<file path="config.mk">
export PLATFORM = sky130hd
export DESIGN_NAME = sync_fifo_pack
export DESIGN_NICKNAME = d
export VERILOG_FILES = /design/src/rtl/sync_fifo_pack.sv
export SDC_FILE = /design/constraint.sdc
export NUM_CORES = 2
export LEC_CHECK = 0
export CORE_MARGIN = 5
export CORE_UTILIZATION = 57
export CTS_CLUSTER_DIAMETER = 30
export DETAILED_ROUTE_END_ITERATION = 8
export PLACE_DENSITY_LB_ADDON = 0.3
export RECOVER_POWER = 100
export SKIP_CTS_REPAIR_TIMING = 1
export SLEW_MARGIN = 20
export SYNTH_ARGS = -nofsm -noshare
export SYNTH_HDL_FRONTEND = slang
export SYNTH_SLANG_ARGS = --single-unit
</file>
<file path="constraint.sdc">
create_clock -name clk -period 3.9 [get_ports clk]
set_input_delay 0.78 -clock clk [delete_from_list [all_inputs] [get_ports clk]]
set_output_delay 0.78 -clock clk [all_outputs]
set_load 0.1 [all_outputs]
</file>
<file path="src/rtl/sync_fifo_pack.sv">
// Single-clock width-packing FIFO: RATIO consecutive WR_W writes form one RD_W read word.
// Partial packs sit in a lane register and only become readable once committed to memory.
module sync_fifo_pack #(
    parameter int unsigned WR_W      = 8,
    parameter int unsigned RATIO     = 2,
    parameter int unsigned RD_DEPTH  = 128,
    parameter bit          MSB_FIRST = 1'b1,
    parameter int unsigned AF_THRESH = 240,
    parameter int unsigned AE_THRESH = 2,
    localparam int unsigned RD_W     = WR_W * RATIO,
    localparam int unsigned WC_W     = $clog2(RD_DEPTH * RATIO + RATIO),
    localparam int unsigned RC_W     = $clog2(RD_DEPTH + 1)
) (
    input  logic            clk,
    input  logic            rst,
    input  logic            flush,
    input  logic            wr_en,
    input  logic [WR_W-1:0] wr_data,
    input  logic            rd_en,
    output logic [RD_W-1:0] rd_data,
    output logic            full,
    output logic            empty,
    output logic            almost_full,
    output logic            almost_empty,
    output logic [WC_W-1:0] wr_data_count,
    output logic [RC_W-1:0] rd_data_count,
    output logic            overflow,
    output logic            underflow
);

    localparam int unsigned AW = $clog2(RD_DEPTH);
    localparam int unsigned LW = $clog2(RATIO);

    localparam logic [LW-1:0]   LAST_LANE = LW'(RATIO - 1);
    localparam logic [RC_W-1:0] DEPTH_CNT = RC_W'(RD_DEPTH);
    localparam logic [WC_W-1:0] AF_LIM    = WC_W'(AF_THRESH);
    localparam logic [RC_W-1:0] AE_LIM    = RC_W'(AE_THRESH);

    logic [RD_W-1:0] mem [RD_DEPTH];

    logic [RATIO-2:0][WR_W-1:0] pack_q, pack_d;
    logic [LW-1:0]              lane_q, lane_d;
    logic [AW-1:0]              wr_ptr_q, wr_ptr_d;
    logic [AW-1:0]              rd_ptr_q, rd_ptr_d;
    logic [RC_W-1:0]            cnt_q, cnt_d;
    logic [RD_W-1:0]            rd_data_q, rd_data_d;
    logic                       overflow_q, overflow_d;
    logic                       underflow_q, underflow_d;

    logic            wr_acc;
    logic            rd_acc;
    logic            commit;
    logic [RD_W-1:0] commit_word;

    assign full          = (cnt_q == DEPTH_CNT) && (lane_q == LAST_LANE);
    assign empty         = (cnt_q == '0);
    assign wr_data_count = WC_W'(cnt_q) * WC_W'(RATIO) + WC_W'(lane_q);
    assign rd_data_count = cnt_q;
    assign almost_full   = (wr_data_count >= AF_LIM);
    assign almost_empty  = (cnt_q <= AE_LIM);
    assign rd_data       = rd_data_q;
    assign overflow      = overflow_q;
    assign underflow     = underflow_q;

    // flush masks both strobes so nothing is stored or read in the flush cycle
    assign wr_acc = wr_en && !full && !flush;
    assign rd_acc = rd_en && !empty && !flush;
    assign commit = wr_acc && (lane_q == LAST_LANE);

    // Lane i is the i-th written word of the pack; the incoming word is always the last lane.
    always_comb begin
        commit_word = '0;
        for (int i = 0; i < int'(RATIO) - 1; i++) begin
            if (MSB_FIRST) begin
                commit_word[(int'(RATIO) - 1 - i) * int'(WR_W) +: WR_W] = pack_q[i];
            end else begin
                commit_word[i * int'(WR_W) +: WR_W] = pack_q[i];
            end
        end
        if (MSB_FIRST) begin
            commit_word[WR_W-1:0] = wr_data;
        end else begin
            commit_word[RD_W-1 -: WR_W] = wr_data;
        end
    end

    always_comb begin
        pack_d      = pack_q;
        lane_d      = lane_q;
        wr_ptr_d    = wr_ptr_q;
        rd_ptr_d    = rd_ptr_q;
        cnt_d       = cnt_q;
        rd_data_d   = rd_data_q;
        overflow_d  = overflow_q;
        underflow_d = underflow_q;

        if (flush) begin
            lane_d      = '0;
            wr_ptr_d    = '0;
            rd_ptr_d    = '0;
            cnt_d       = '0;
            overflow_d  = 1'b0;
            underflow_d = 1'b0;
        end else begin
            if (wr_acc) begin
                if (commit) begin
                    lane_d   = '0;
                    wr_ptr_d = wr_ptr_q + AW'(1);
                end else begin
                    for (int i = 0; i < int'(RATIO) - 1; i++) begin
                        if (lane_q == LW'(i)) begin
                            pack_d[i] = wr_data;
                        end
                    end
                    lane_d = lane_q + LW'(1);
                end
            end

            if (rd_acc) begin
                rd_ptr_d  = rd_ptr_q + AW'(1);
                rd_data_d = mem[rd_ptr_q];
            end

            if (commit && !rd_acc) begin
                cnt_d = cnt_q + RC_W'(1);
            end else if (rd_acc && !commit) begin
                cnt_d = cnt_q - RC_W'(1);
            end

            if (wr_en && full) begin
                overflow_d = 1'b1;
            end
            if (rd_en && empty) begin
                underflow_d = 1'b1;
            end
        end
    end

    // Storage has no reset: contents are don't-care until committed again.
    always_ff @(posedge clk) begin
        if (commit) begin
            mem[wr_ptr_q] <= commit_word;
        end
    end

    always_ff @(posedge clk or posedge rst) begin
        if (rst) begin
            pack_q      <= '0;
            lane_q      <= '0;
            wr_ptr_q    <= '0;
            rd_ptr_q    <= '0;
            cnt_q       <= '0;
            rd_data_q   <= '0;
            overflow_q  <= 1'b0;
            underflow_q <= 1'b0;
        end else begin
            pack_q      <= pack_d;
            lane_q      <= lane_d;
            wr_ptr_q    <= wr_ptr_d;
            rd_ptr_q    <= rd_ptr_d;
            cnt_q       <= cnt_d;
            rd_data_q   <= rd_data_d;
            overflow_q  <= overflow_d;
            underflow_q <= underflow_d;
        end
    end

endmodule
</file>
==> impl_metrics.ini <==
[setup_path]
required_ps = 4700
cp-end-kind = flop
critical_path_class = reg -> reg
start_kind = flop
arrival_ps = 4700
crit_fanout = 14

[logic_synthesis]
ys_types = 72
ys_seq_area_frac = 0.7660
synthCells = 3800
synth_edf_count = 2048
syn_area_um2 = 81880
syn-num-nets = 3822
yosysWarnings = 0
syn-mean-instance-area_um2 = 21.55
synthArstFlopShare = 0.02337
ys_ff_latch = 2097
synth-main-ff-cell = edfxtp_1

[timing]
clock.fmax_ghz = 0.2566
worst_slack_ps = 3.346
setup_viol = 0
fin_crit_ps = 3897
finalHoldViolCount = 0
worstMarginPinSlew_ps = 3513
fin_worst_skew_ps = 60.26
finalSetupTns_ps = 0
max_slew_margin = -1.342
final_max_slew_viol_count = 1078
rsz0062_at_grt = false
period_share = 0.9991

[global_route]
grtUsageTotal = 0.2810
grt_max_degree = 99
gr-total-overflow = 0
grt_pass1_vias = 44320
antenna_found_initial = 4
grt_pass1_wl_um = 307900

[cts]
clock-root-buffer = clkbuf_16
cts_buffer_depth = 4
htree_levels = 5
cts_tree = yes
clk_latency_ps = 930
cts_sinks = 2097
clkTransAtPathRegs_ps = 50
cts_buffers = 388

[floorplanning]
start_util = 0.5721
dieArea_um2 = 151300
fp.coreArea_um2 = 143100
dieHeight_um = 389.0
io_pins = 52
rows = 139
die_w_um = 389.0

[finish]
fin_area_um2 = 98540
utilization = 0.6885
nets = 4335
drive_above_1_share = 0.3040
areaGrowthSynthToFinish_pct = 20.34

[route]
drc = 0
drt_wl_total_um = 212600
wl_per_cell_um = 32.57
vias_per_cell = 6.554
vias = 42770
ant_nets = 0
drt_first_pass_iters = 6
drtIter0Drc = 5685

[power]
p_leak_nw = 31.71
power_density_nw_per_um2 = 729.0
ir_worst_vdd_uv = 638.1

[outcome]
status = finished with violations
violations = capacitance limit, slew limit

[placement]
gp_congestion = 0.8918
pre_cts_ws_ps = 161.9
io_buffers = 51
placed_cell_area_um2 = 86010
place_hpwl_um = 115600

[flow_run]
maxCapViolations = 17

[min_path]
hold_path_class = reg -> reg
sequential cells by signal, summed over array words and instances (netlist names):
signal / count
overflow: 1
rd_ptr_q: 7
lane_q: 1
rd_data_count: 8
underflow: 1
pack_q: 8
rd_data: 16
mem: 2048
wr_ptr_q: 7
kinds of logic (layout without fill, tap and decap cells):
| group | after synthesis | after routing | synth area share |
|---|---|---|---|
| buffers and inverters | 238 | 1060 | 0.02043 |
| other | 0 | 1 | 0 |
| AND/OR/NAND/NOR | 449 | 449 | 0.02471 |
| adder cells (fa/ha/maj) | 9 | 9 | 0.001467 |
| XOR/XNOR | 15 | 15 | 0.001696 |
| flip-flops | 2097 | 2097 | 0.7660 |
| AO/OA/AOI/OAI | 294 | 294 | 0.02642 |
| multiplexers | 698 | 698 | 0.1592 |
Yosys cell counts (8+ instances only):
cell | count | area, um2
a31oi_1 | 9 | 56.30
nor4_1 | 15 | 93.84
o22ai_1 | 20 | 125.1
a221o_1 | 13 | 130.1
a221oi_1 | 23 | 201.4
a211oi_1 | 59 | 442.9
nand3_1 | 13 | 65.06
mux2i_1 | 205 | 2052
a22oi_1 | 34 | 255.2
buf_4 | 26 | 195.2
ha_1 | 8 | 100.1
buf_6 | 21 | 236.5
nor2b_1 | 33 | 206.5
xnor2_1 | 9 | 78.83
nand2_1 | 104 | 390.4
mux4_2 | 480 | 10810
inv_1 | 9 | 33.78
buf_1 | 23 | 86.33
nor2_1 | 208 | 780.8
o21ai_0 | 19 | 95.09
mux2_2 | 10 | 112.6
dfrtp_1 | 49 | 1226
a21oi_1 | 46 | 230.2
nor3_1 | 35 | 175.2
edfxtp_1 | 2048 | 61500
buf_12 | 15 | 300.3
clkbuf_1 | 70 | 262.8
o21ai_1 | 14 | 70.07
buf_2 | 53 | 265.3
buf_8 | 19 | 285.3
metrics by stage:
stage	total power, mW	cells	hold slack (ps)
final	71.83	6526	506.3
after global routing	73.95	6525	542.2
after CTS	72.19	6523	245.4
after detailed placement	38.23	5824	497.5
after global placement	38.10	5824	495.3
after floorplan	35.32	3800	578.8
cells in the final DEF, fill, tap and decap left out, types with 35 or more instances in the layout:
cell type and n:
clkinv_2 55, edfxtp_1 2048, dfrtp_1 36, nor3_1 35
clkbuf_16 395, inv_6 39, mux2i_1 205, a21oi_1 46
nor2_1 205, buf_4 86, nand2_1 104, clkbuf_2 116
dlygate4sd3_1 37, mux4_2 480, bufinv_16 58, clkinvlp_4 46
clkbuf_1 110, a211oi_1 59
layer usage:
| layer | routed length, um | GRT usage |
|---|---|---|
| met3 | 22510 | 0.06781 |
| met2 | 104900 | 0.4533 |
| met1 | 75650 | 0.3764 |
| met4 | 9470 | 0.1115 |
| met5 | 26 | 0 |
worst max-delay path, cell delays in order, from the launching register on:
cell and delay (ps):
dfrtp_4 770, clkbuf_4 510, buf_6 250, mux4_2 540
mux4_2 580, nand2_1 110, a21oi_1 210, nor4_1 420
clkbuf_1 230, nor3_1 80
path summary, 6_finish.rpt:
kind | startpoint | endpoint | slack [ps] | cells past startpoint
worst min register to register | underflow$_DFFE_PP0P_ | underflow$_DFFE_PP0P_ | 510 | 2
min in group asynchronous | rst | rd_ptr_q[0]$_DFFE_PP0P_ | 630 | 2
max in group asynchronous | rst | rd_ptr_q[2]$_DFFE_PP0P_ | 1250 | 3
worst min-delay path | underflow$_DFFE_PP0P_ | underflow$_DFFE_PP0P_ | 510 | 2
worst max register to register | rd_ptr_q[0]$_DFFE_PP0P_ | rd_data[0]$_DFFE_PP0P_ | 3 | 9
worst max-delay path | rd_ptr_q[0]$_DFFE_PP0P_ | rd_data[0]$_DFFE_PP0P_ | 3 | 9
layout make-up:
class	count	area, um2
clock inverter	266	3247
timing repair buffer	350	2562
multi-input combinational	1465	17520
sequential	2097	62750
antenna	1	2.502
clock buffer	433	10030
fill	8310	44590
tap	1903	2381
inverter	11	43.79
power breakdown:
group          internal [mW]  switching, mW  leakage, nW
clock                   22.4           11.5         6.38
combinational           4.98           6.62         6.32
sequential              25.5          0.798         19.0
(Power assumes the default switching activity.)
